===== config.mk =====
export PLATFORM = sky130hd
export DESIGN_NAME = mips_mc_ctrl_flat
export DESIGN_NICKNAME = d
export VERILOG_FILES = /design/src/rtl/mips_mc_ctrl_pkg.sv /design/src/rtl/mips_mc_ctrl_if.sv /design/src/rtl/mips_mc_ctrl_aludec.sv /design/src/rtl/mips_mc_ctrl.sv /design/src/flat_wrapper.sv
export SDC_FILE = /design/constraint.sdc
export NUM_CORES = 1
export LEC_CHECK = 0
export ABC_AREA = 1
export CAP_MARGIN = 20
export CORE_ASPECT_RATIO = 0.9
export CORE_MARGIN = 3
export CORE_UTILIZATION = 39
export DETAILED_ROUTE_END_ITERATION = 8
export GPL_ROUTABILITY_DRIVEN = 0
export PLACE_DENSITY = 0.8
export SLEW_MARGIN = 20
export SYNTH_ARGS = -nofsm -noshare
export SYNTH_HDL_FRONTEND = slang
export SYNTH_SLANG_ARGS = --single-unit

===== constraint.sdc =====
create_clock -name clk -period 2.5 [get_ports clk]
set_input_delay 0.75 -clock clk [delete_from_list [all_inputs] [get_ports clk]]
set_output_delay 0.75 -clock clk [all_outputs]
set_load 0.01 [all_outputs]

===== src/rtl/mips_mc_ctrl_pkg.sv =====
// Shared constants for the multicycle MIPS controller.
// Holds the state codes, the opcode and funct values the controller
// decodes, and the alucontrol / alusrcb / pcsrc select encodings.
package mips_mc_pkg;

   typedef logic [3:0] state_t;

   localparam state_t S_FETCH  = 4'd0;
   localparam state_t S_DECODE = 4'd1;
   localparam state_t S_MEMADR = 4'd2;
   localparam state_t S_MEMRD  = 4'd3;
   localparam state_t S_MEMWB  = 4'd4;
   localparam state_t S_MEMWR  = 4'd5;
   localparam state_t S_EXEC   = 4'd6;
   localparam state_t S_ALUWB  = 4'd7;
   localparam state_t S_BRANCH = 4'd8;
   localparam state_t S_ADDIEX = 4'd9;
   localparam state_t S_SLTIEX = 4'd10;
   localparam state_t S_IMMWB  = 4'd11;
   localparam state_t S_JUMP   = 4'd12;
   localparam state_t S_JR     = 4'd13;
   localparam state_t S_TRAP   = 4'd14;

   localparam logic [5:0] OP_RTYPE = 6'b000000;
   localparam logic [5:0] OP_LW    = 6'b100011;
   localparam logic [5:0] OP_SW    = 6'b101011;
   localparam logic [5:0] OP_BEQ   = 6'b000100;
   localparam logic [5:0] OP_BNE   = 6'b000101;
   localparam logic [5:0] OP_ADDI  = 6'b001000;
   localparam logic [5:0] OP_SLTI  = 6'b001010;
   localparam logic [5:0] OP_J     = 6'b000010;

   localparam logic [5:0] F_ADD = 6'b100000;
   localparam logic [5:0] F_SUB = 6'b100010;
   localparam logic [5:0] F_AND = 6'b100100;
   localparam logic [5:0] F_OR  = 6'b100101;
   localparam logic [5:0] F_SLT = 6'b101010;
   localparam logic [5:0] F_SLL = 6'b000000;
   localparam logic [5:0] F_JR  = 6'b001000;

   localparam logic [2:0] ALU_ADD = 3'b010;
   localparam logic [2:0] ALU_SUB = 3'b110;
   localparam logic [2:0] ALU_AND = 3'b000;
   localparam logic [2:0] ALU_OR  = 3'b001;
   localparam logic [2:0] ALU_SLT = 3'b111;
   localparam logic [2:0] ALU_SLL = 3'b011;

   localparam logic [1:0] SRCB_REGB  = 2'b00;
   localparam logic [1:0] SRCB_FOUR  = 2'b01;
   localparam logic [1:0] SRCB_IMM   = 2'b10;
   localparam logic [1:0] SRCB_IMMSH = 2'b11;

   localparam logic [1:0] PCSRC_ALU    = 2'b00;
   localparam logic [1:0] PCSRC_ALUOUT = 2'b01;
   localparam logic [1:0] PCSRC_JUMP   = 2'b10;
   localparam logic [1:0] PCSRC_REGA   = 2'b11;

endpackage


===== src/rtl/mips_mc_ctrl_if.sv =====
// Controller <-> datapath bundle.
// master: controller side (takes op/funct/zero/mem_ready, drives controls).
// slave : datapath side (the reverse).
interface mips_mc_ctrl_if;
   logic [5:0] op;
   logic [5:0] funct;
   logic       zero;
   logic       mem_ready;
   logic       pcen;
   logic       iord;
   logic       irwrite;
   logic       memwrite;
   logic       regdst;
   logic       memtoreg;
   logic       regwrite;
   logic       alusrca;
   logic [1:0] alusrcb;
   logic [1:0] pcsrc;
   logic [2:0] alucontrol;
   logic       retire;
   logic       trap;
   logic [3:0] state;

   modport master (
      input  op, funct, zero, mem_ready,
      output pcen, iord, irwrite, memwrite, regdst, memtoreg, regwrite,
             alusrca, alusrcb, pcsrc, alucontrol, retire, trap, state
   );

   modport slave (
      output op, funct, zero, mem_ready,
      input  pcen, iord, irwrite, memwrite, regdst, memtoreg, regwrite,
             alusrca, alusrcb, pcsrc, alucontrol, retire, trap, state
   );
endinterface


===== src/rtl/mips_mc_ctrl_aludec.sv =====
// R-type funct to ALU operation decoder.
// Ports: funct (in, 6), alucontrol (out, 3), valid (out, 1: funct is supported).
module mc_aludec
   import mips_mc_pkg::*;
(
   input  logic [5:0] funct,
   output logic [2:0] alucontrol,
   output logic       valid
);

   always_comb begin
      alucontrol = ALU_ADD;
      valid      = 1'b1;
      case (funct)
         F_ADD:   alucontrol = ALU_ADD;
         F_SUB:   alucontrol = ALU_SUB;
         F_AND:   alucontrol = ALU_AND;
         F_OR:    alucontrol = ALU_OR;
         F_SLT:   alucontrol = ALU_SLT;
         F_SLL:   alucontrol = ALU_SLL;
         default: valid      = 1'b0;
      endcase
   end

endmodule


===== src/rtl/mips_mc_ctrl.sv =====
// Multicycle MIPS control FSM.
// Ports: clk, reset (async, active-high), bus (mips_mc_ctrl_if.master):
//   in  op, funct, zero, mem_ready
//   out pcen, iord, irwrite, memwrite, regdst, memtoreg, regwrite, alusrca,
//       alusrcb, pcsrc, alucontrol, retire, trap, state
//
// state  | meaning
// FETCH  | read instruction, PC+4; wait for memory
// DECODE | register read, branch target into ALUOut
// MEMADR | compute load/store address
// MEMRD  | load data read; wait for memory
// MEMWB  | write load data to rt
// MEMWR  | store; memwrite held until memory completes
// EXEC   | R-type ALU operation
// ALUWB  | write ALU result to rd
// BRANCH | compare, conditional PC update
// ADDIEX | addi ALU operation
// SLTIEX | slti ALU operation
// IMMWB  | write immediate-op result to rt
// JUMP   | PC <- jump target
// JR     | PC <- register A
// TRAP   | illegal instruction; parked until reset
module mips_mc_ctrl
   import mips_mc_pkg::*;
(
   input  logic clk,
   input  logic reset,
   mips_mc_ctrl_if.master bus
);

   state_t     state_q, state_nxt;
   logic [2:0] aludec_ctrl;
   logic       aludec_valid;

   mc_aludec u_aludec (
      .funct      (bus.funct),
      .alucontrol (aludec_ctrl),
      .valid      (aludec_valid)
   );

   always_ff @(posedge clk or posedge reset) begin
      if (reset) state_q <= S_FETCH;
      else       state_q <= state_nxt;
   end

   always_comb begin
      state_nxt      = state_q;
      bus.pcen       = 1'b0;
      bus.iord       = 1'b0;
      bus.irwrite    = 1'b0;
      bus.memwrite   = 1'b0;
      bus.regdst     = 1'b0;
      bus.memtoreg   = 1'b0;
      bus.regwrite   = 1'b0;
      bus.alusrca    = 1'b0;
      bus.alusrcb    = SRCB_REGB;
      bus.pcsrc      = PCSRC_ALU;
      bus.alucontrol = ALU_ADD;
      bus.retire     = 1'b0;
      bus.trap       = 1'b0;
      case (state_q)
         S_FETCH: begin
            bus.alusrcb = SRCB_FOUR;
            bus.irwrite = bus.mem_ready;
            bus.pcen    = bus.mem_ready;
            if (bus.mem_ready) state_nxt = S_DECODE;
         end
         S_DECODE: begin
            bus.alusrcb = SRCB_IMMSH;
            case (bus.op)
               OP_LW, OP_SW:   state_nxt = S_MEMADR;
               OP_RTYPE:       state_nxt = (bus.funct == F_JR) ? S_JR : S_EXEC;
               OP_BEQ, OP_BNE: state_nxt = S_BRANCH;
               OP_ADDI:        state_nxt = S_ADDIEX;
               OP_SLTI:        state_nxt = S_SLTIEX;
               OP_J:           state_nxt = S_JUMP;
               default:        state_nxt = S_TRAP;
            endcase
         end
         S_MEMADR: begin
            bus.alusrca = 1'b1;
            bus.alusrcb = SRCB_IMM;
            state_nxt   = (bus.op == OP_LW) ? S_MEMRD : S_MEMWR;
         end
         S_MEMRD: begin
            bus.iord = 1'b1;
            if (bus.mem_ready) state_nxt = S_MEMWB;
         end
         S_MEMWR: begin
            bus.iord     = 1'b1;
            bus.memwrite = 1'b1;
            if (bus.mem_ready) begin
               bus.retire = 1'b1;
               state_nxt  = S_FETCH;
            end
         end
         S_MEMWB: begin
            bus.memtoreg = 1'b1;
            bus.regwrite = 1'b1;
            bus.retire   = 1'b1;
            state_nxt    = S_FETCH;
         end
         S_EXEC: begin
            bus.alusrca    = 1'b1;
            bus.alucontrol = aludec_ctrl;
            state_nxt      = aludec_valid ? S_ALUWB : S_TRAP;
         end
         S_ALUWB: begin
            bus.regdst   = 1'b1;
            bus.regwrite = 1'b1;
            bus.retire   = 1'b1;
            state_nxt    = S_FETCH;
         end
         S_ADDIEX, S_SLTIEX: begin
            bus.alusrca    = 1'b1;
            bus.alusrcb    = SRCB_IMM;
            bus.alucontrol = (state_q == S_SLTIEX) ? ALU_SLT : ALU_ADD;
            state_nxt      = S_IMMWB;
         end
         S_IMMWB: begin
            bus.regwrite = 1'b1;
            bus.retire   = 1'b1;
            state_nxt    = S_FETCH;
         end
         S_BRANCH: begin
            bus.alusrca    = 1'b1;
            bus.alucontrol = ALU_SUB;
            bus.pcsrc      = PCSRC_ALUOUT;
            bus.pcen       = (bus.op == OP_BEQ) ? bus.zero : ~bus.zero;
            bus.retire     = 1'b1;
            state_nxt      = S_FETCH;
         end
         S_JUMP: begin
            bus.pcsrc  = PCSRC_JUMP;
            bus.pcen   = 1'b1;
            bus.retire = 1'b1;
            state_nxt  = S_FETCH;
         end
         S_JR: begin
            bus.pcsrc  = PCSRC_REGA;
            bus.pcen   = 1'b1;
            bus.retire = 1'b1;
            state_nxt  = S_FETCH;
         end
         S_TRAP: begin
            bus.trap = 1'b1;
         end
         default: state_nxt = S_FETCH;
      endcase
      // The state register already sits in FETCH during reset, but FETCH
      // would otherwise fire irwrite/pcen on mem_ready, so gate enables here.
      if (reset) begin
         bus.pcen     = 1'b0;
         bus.irwrite  = 1'b0;
         bus.regwrite = 1'b0;
         bus.memwrite = 1'b0;
         bus.retire   = 1'b0;
      end
   end

   assign bus.state = state_q;

endmodule


===== src/flat_wrapper.sv =====
// flat-port wrapper written by rule: the top's interface ports become plain ports
module mips_mc_ctrl_flat import mips_mc_pkg::*;
  (clk, reset, bus_op, bus_funct, bus_zero, bus_mem_ready, bus_pcen, bus_iord, bus_irwrite, bus_memwrite, bus_regdst, bus_memtoreg, bus_regwrite, bus_alusrca, bus_alusrcb, bus_pcsrc, bus_alucontrol, bus_retire, bus_trap, bus_state);
  mips_mc_ctrl_if bus_i ();
  input  logic clk;
  input  logic reset;
  input wire logic [$bits(bus_i.op)-1:0] bus_op;
  input wire logic [$bits(bus_i.funct)-1:0] bus_funct;
  input wire logic [$bits(bus_i.zero)-1:0] bus_zero;
  input wire logic [$bits(bus_i.mem_ready)-1:0] bus_mem_ready;
  output wire logic [$bits(bus_i.pcen)-1:0] bus_pcen;
  output wire logic [$bits(bus_i.iord)-1:0] bus_iord;
  output wire logic [$bits(bus_i.irwrite)-1:0] bus_irwrite;
  output wire logic [$bits(bus_i.memwrite)-1:0] bus_memwrite;
  output wire logic [$bits(bus_i.regdst)-1:0] bus_regdst;
  output wire logic [$bits(bus_i.memtoreg)-1:0] bus_memtoreg;
  output wire logic [$bits(bus_i.regwrite)-1:0] bus_regwrite;
  output wire logic [$bits(bus_i.alusrca)-1:0] bus_alusrca;
  output wire logic [$bits(bus_i.alusrcb)-1:0] bus_alusrcb;
  output wire logic [$bits(bus_i.pcsrc)-1:0] bus_pcsrc;
  output wire logic [$bits(bus_i.alucontrol)-1:0] bus_alucontrol;
  output wire logic [$bits(bus_i.retire)-1:0] bus_retire;
  output wire logic [$bits(bus_i.trap)-1:0] bus_trap;
  output wire logic [$bits(bus_i.state)-1:0] bus_state;
  assign bus_i.op = bus_op;
  assign bus_i.funct = bus_funct;
  assign bus_i.zero = bus_zero;
  assign bus_i.mem_ready = bus_mem_ready;
  assign bus_pcen = bus_i.pcen;
  assign bus_iord = bus_i.iord;
  assign bus_irwrite = bus_i.irwrite;
  assign bus_memwrite = bus_i.memwrite;
  assign bus_regdst = bus_i.regdst;
  assign bus_memtoreg = bus_i.memtoreg;
  assign bus_regwrite = bus_i.regwrite;
  assign bus_alusrca = bus_i.alusrca;
  assign bus_alusrcb = bus_i.alusrcb;
  assign bus_pcsrc = bus_i.pcsrc;
  assign bus_alucontrol = bus_i.alucontrol;
  assign bus_retire = bus_i.retire;
  assign bus_trap = bus_i.trap;
  assign bus_state = bus_i.state;
  mips_mc_ctrl u_core (.clk(clk), .reset(reset), .bus(bus_i));
endmodule

==> impl_metrics.py, run 1 <==
metrics = {
    "run_status": {
        "outcome": "complete, no violations",
    },
    "floorplanning": {
        "die_w_um": 51.3,
        "rows": 14,
        "die_h_um": 46.7,
        "core_area_um2": 1700,
        "initial_core_util": 0.423,
        "io_pins": 37,
        "die_area_um2": 2400,
    },
    "clocking": {
        "cts.sinks": 4,
        "cts_hold_buf": 0,
        "clk_latency_ps": 250,
        "cts-root-buf": "clkbuf_4",
        "clk_pin_slew_ps": 50,
        "htreeDepth": 1,
        "cts_tree": "done",
        "clk_path_buf_depth": 2,
        "cts_inserted_buffers": 3,
    },
    "detailed_routing": {
        "ant_nets": 0,
        "routedWlPerCell_um": 13.7,
        "drt-initial-drc-count": 52,
        "drc_errors": 0,
        "num_vias": 1294,
        "vias_per_cell": 5.39,
        "firstDrtPassIters": 4,
        "drt_wl_total_mm": 3.28,
    },
    "placed_design": {
        "io_buffer_count": 36,
        "dp.cells": 232,
        "place_hpwl_mm": 2.33,
    },
    "synth": {
        "yosysUniqueCellTypes": 23,
        "syn_area_per_cell_um2": 5.18,
        "yosysSeqAreaShare": 0.139,
        "synth_top_area_frac": 0.172,
        "synth-warning-count": 0,
        "postSynthCellCount": 139,
        "yosysTopAreaCell": "nor2_1",
        "synthTopCellsByArea": "nor2_1 (17%), nand3_1 (16%), dfrtp_1 (14%), nand2_1 (13%), inv_1 (11%)",
        "synth_area_um2": 719,
        "syn_nets": 155,
        "ys_ff_latch": 4,
    },
    "power": {
        "p_leak_nw": 0.825,
        "ir_worst_vdd_mv": 0.783,
        "pwr_density_cell_nw_per_um2": 811,
    },
    "timing": {
        "grt_setup_unrepaired": "true",
        "fin_crit_sh": 0.987,
        "hold_violations": 0,
        "hold_ws_ps": 650,
        "slew_viol_final": 0,
        "relSlewSlack": 0.838,
        "max_freq_mhz": 405,
        "worst_slew_pin_slew_ps": 242,
        "period_needed_ps": 2470,
        "setup_violations": 0,
        "fin_skew_ps": 10.1,
    },
    "min_path": {
        "hold_class": "input port to asynchronous set/reset pin",
    },
    "worst_setup_path": {
        "startpoint_type": "input port",
        "worst-setup-path-type": "input port to output port",
        "cp.arrival_ps": 1720,
        "crit_start": "bus_funct[0]",
        "regToRegSetupSlack_ps": 1000,
        "r2r-start": "u_core.bus.state[0]",
        "critical_path_required_ps": 1750,
        "crit_path_end_kind": "output port",
        "crit_path_max_fanout": 3,
    },
    "global_route": {
        "grt_pass1_vias": 1123,
        "antenna_found_initial": 0,
        "grt_usage": 0.275,
        "grt_overflow": 0,
        "grt_pass1_wl_mm": 4.85,
        "grt_max_degree": 7,
    },
    "run": {
        "maxCapViolations": 0,
    },
    "layout": {
        "layout-drive-gt1-share": 0.407,
        "area_growth_pct": 101,
        "diodes": 0,
        "final_nets": 234,
        "largest_register_ffs": 4,
        "fin_cells": 240,
        "fill_cells": 104,
    },
}
synthesized netlist by cell type, drive strengths merged:
cell type	n
o21bai	1
a22o	1
o21ai	6
or3	1
clkinv	1
inv	25
nor3	2
nand2	24
o22ai	1
nand3b	1
a21oi	4
nand4	4
or2	1
nor2	38
a41oi	1
dfrtp	4
nand3	24
critical path: stages:
cell	delay, ps
dlygate4sd2_1	300
nor2_2	170
nand3_1	100
nand2_1	80
a41oi_1	40
o21bai_1	130
buf_2	150
through the flow:
stage	area [um^2]	setup TNS (ps)	power, mW	setup slack, ps	utilization
after floorplan	719	0	0.541	161	-
after global placement	1360	-3230	0.999	-586	0.799
after detailed placement	1360	-3390	1.02	-627	0.799
after CTS	1420	-185	1.13	-185	0.838
after global routing	1450	-90.3	1.25	-51.5	0.852
final	1450	0	1.17	33.7	0.852
path summary, 6_finish.rpt:
| check | endpoint | cells after the start |
|---|---|---|
| worst min register to register | u_core.bus.state[1] | 3 |
| min in group clk | u_core.bus.state[1] | 3 |
| max in group asynchronous | u_core.bus.state[1] | 3 |
| worst max register to register | u_core.bus.state[1] | 8 |
| worst max-delay path | bus_alucontrol[0] | 7 |
| worst min-delay path | u_core.bus.state[3] | 3 |
layout make-up:
cell class | instances | area (um^2) | share of cell area
Tap cell | 24 | 30.0 | 0.0207
Clock buffer | 3 | 22.5 | 0.0156
Inverter | 26 | 98.8 | 0.0683
Multi-Input combinational cell | 109 | 594 | 0.411
Timing Repair Buffer | 74 | 598 | 0.413
Sequential cell | 4 | 104 | 0.0717
cells by family (layout without fill, tap and decap cells):
| group | Yosys count | in the layout | share of synthesized area |
|---|---|---|---|
| AOI/OAI and AO/OA | 14 | 14 | 0.118 |
| buffers and inverters | 26 | 103 | 0.137 |
| and+or+nand+nor | 95 | 95 | 0.605 |
| DFF | 4 | 4 | 0.139 |
per-layer routing:
layer  part of all wire  vias to the layer above  routed length (um)  GRT usage
met2               0.48                       83                1560      0.458
met1               0.41                      582                1360      0.340
li1                   -                      613                   -          -
met5                  0                        -                   0          0
met3              0.072                       16                 235     0.0635
met4              0.038                        0                 125      0.141
layout by cell type, fill, tap and decap left out, drive strengths merged:
master | netlist | final
a21oi | 4 | 4
a22o | 1 | 1
a41oi | 1 | 1
buf | 0 | 42
clkbuf | 0 | 9
clkdlybuf4s15 | 0 | 1
clkdlybuf4s50 | 0 | 8
clkinv | 1 | 1
dfrtp | 4 | 4
dlygate4sd2 | 0 | 11
dlymetal6s2s | 0 | 6
inv | 25 | 25
nand2 | 24 | 24
nand3 | 24 | 24
nand3b | 1 | 1
nand4 | 4 | 4
nor2 | 38 | 38
nor3 | 2 | 2
o21ai | 6 | 6
o21bai | 1 | 1
o22ai | 1 | 1
or2 | 1 | 1
or3 | 1 | 1
power breakdown:
| group | total, mW | internal, mW | switching, mW | leakage (nW) |
|---|---|---|---|---|
| logic | 0.937 | 0.441 | 0.496 | 0.764 |
| clock network | 0.0866 | 0.0541 | 0.0325 | 0.0138 |
| registers | 0.151 | 0.0994 | 0.0519 | 0.0471 |
what timing repair did:
action | CTS | global route
hold endpoints to repair | 0 | 0
setup endpoints to repair | 11 | 10
setup buffers | 5 | 0
gates resized for setup | 51 | 31
pin swaps | 8 | 7
No activity file was read; power rests on OpenSTA's default activity.
==> run 2, diff against run 1 <==
Settings changed: CORE_UTILIZATION 39 to 42, PLACE_DENSITY 0.8 to 0.85.
Clock period 2.5 ns to 2.9 ns, I/O delays scaled along.
==> impl_metrics.py, run 2 (synthesis gave the netlist of run 1 again) <==
metrics = {
    "layout": {
        "largest_register_ffs": 4,
        "fin_cells": 226,
        "design_area_um2": 1370,
        "diodes": 0,
        "final_cell_mix": "nor2_1 (25), buf_4 (25), nand2_1 (24), nand3_1 (22), inv_1 (20)",
        "layout-drive-gt1-share": 0.284,
        "final_nets": 222,
        "area_growth_pct": 89.9,
    },
    "floorplanning": {
        "rows": 13,
        "core_area_um2": 1530,
        "initial_core_util": 0.471,
        "io_pins": 37,
        "die_area_um2": 2250,
        "die_h_um": 45.3,
        "die_w_um": 49.6,
    },
    "timing": {
        "worst_slew_pin_slew_ps": 300,
        "fin_crit_sh": 0.978,
        "relSlewSlack": 0.799,
        "setup_violations": 0,
        "period_needed_ps": 2840,
        "slew_viol_final": 0,
        "hold_ws_ps": 603,
        "hold_violations": 0,
        "finalSetupTns_ps": 0,
        "grt_setup_unrepaired": "false",
        "max_freq_mhz": 353,
        "setup_ws_ps": 64.4,
        "fin_skew_ps": 0.729,
    },
    "worst_setup_path": {
        "crit_path_end_kind": "output port",
        "worst-setup-path-type": "input port to output port",
        "cp.depth": 5,
        "cp_cell_sequence": "clkdlybuf4s50_1, nand3_1, buf_4, nor2_1, dlygate4sd2_1",
        "slowest_stage": "clkdlybuf4s50_1",
        "cp.arrival_ps": 1970,
        "crit_path_max_fanout": 2,
        "r2r_cells": 12,
        "critPathBufInv": 3,
        "max_stage_delay_ps": 480,
        "startpoint_type": "input port",
        "cp_top_family": "buffers and inverters",
        "critical_path_required_ps": 2030,
    },
    "detailed_routing": {
        "drt-initial-drc-count": 69,
        "ant_nets": 0,
        "num_vias": 1200,
        "routedWlPerCell_um": 13.2,
        "firstDrtPassIters": 4,
        "drc_errors": 0,
        "vias_per_cell": 5.31,
        "drt_wl_total_mm": 2.97,
    },
    "placed_design": {
        "dp.cells": 217,
        "place_hpwl_mm": 2.24,
        "dpl_cell_area_um2": 1260,
        "place_ws_ps": -565,
        "io_buffer_count": 36,
    },
    "run": {
        "maxCapViolations": 0,
    },
    "run_status": {
        "outcome": "complete, no violations",
    },
    "power": {
        "p_leak_nw": 0.770,
        "pwr_density_cell_nw_per_um2": 653,
        "ir_worst_vdd_mv": 0.558,
    },
    "clocking": {
        "htreeDepth": 1,
        "cts_hold_buf": 0,
        "cts_inserted_buffers": 3,
        "cts.sinks": 4,
        "clk_pin_slew_ps": 40,
        "cts-root-buf": "clkbuf_4",
        "clk_path_buf_depth": 2,
        "clk_latency_ps": 230,
        "cts_tree": "done",
    },
    "global_route": {
        "grt_pass1_wl_mm": 4.60,
        "grt_overflow": 0,
        "grt_usage": 0.261,
        "grt_max_degree": 9,
        "antenna_found_initial": 0,
        "grt_pass1_vias": 1085,
    },
    "min_path": {
        "hold_class": "flip-flop to flip-flop",
        "hold_depth": 2,
    },
}
run 2: cell types whose count changed in the layout (fill, tap and decap cells not counted), sizes merged:
cell           change
dlygate4sd2        -2
clkdlybuf4s15      +1
clkdlybuf4s50      +7
buf               -14
clkbuf             -6
dlymetal6s2s       +2
run 2: cell type report:
| cell class | count | area, um^2 |
|---|---|---|
| inverters | 26 | 98.8 |
| repair buffers | 62 | 559 |
| multi-input cells | 109 | 556 |
| well taps | 22 | 27.5 |
| clock buffers | 3 | 22.5 |
| fillers | 91 | 163 |
| flip-flops and latches | 4 | 103 |
run 2: through the flow:
stage	utilization	total power, mW
2_1_floorplan	-	0.466
4_1_cts	0.865	0.858
5_1_grt	0.894	0.960
3_5_place_dp	0.822	0.779
6_report	0.894	0.892
3_3_place_gp	0.822	0.767
run 2: worst reg2reg max path: cells and delay by family, from the launching register on:
family                 cells  cell delay (ps)
buffers and inverters      6              610
AO/OA/AOI/OAI              1               60
AND/OR/NAND/NOR            5              370
flip-flops                 1              460
run 2: path summary, 6_finish.rpt:
kind	to	startpoint	slack (ps)
worst min register to register	u_core.bus.state[0]	u_core.bus.state[0]	600
min in group asynchronous	u_core.bus.state[2]	reset	990
worst max register to register	u_core.bus.state[1]	u_core.bus.state[1]	1270
max in group asynchronous	u_core.bus.state[0]	reset	1790
worst min-delay path	u_core.bus.state[0]	u_core.bus.state[0]	600
worst max-delay path	bus_irwrite	bus_mem_ready	60
run 2: repair_timing:
item | CTS | global route
gates resized for setup | 32 | 13
pin swaps | 6 | 5
endpoints found under the setup margin | 9 | 5
buffers inserted | 4 | 2
run 2: metal layers:
metal	track usage	vias to the layer above	share of wire
met5	0	-	0
met4	0.0773	0	0.014
met3	0.0528	6	0.074
met2	0.467	72	0.49
met1	0.319	537	0.42
li1	-	585	-
run 2: where the power goes:
part           leakage [nW]  switching, mW  internal, mW
combinational         0.708          0.366         0.318
clock                0.0138         0.0215        0.0462
sequential           0.0484         0.0554        0.0845
total                 0.770          0.443         0.449
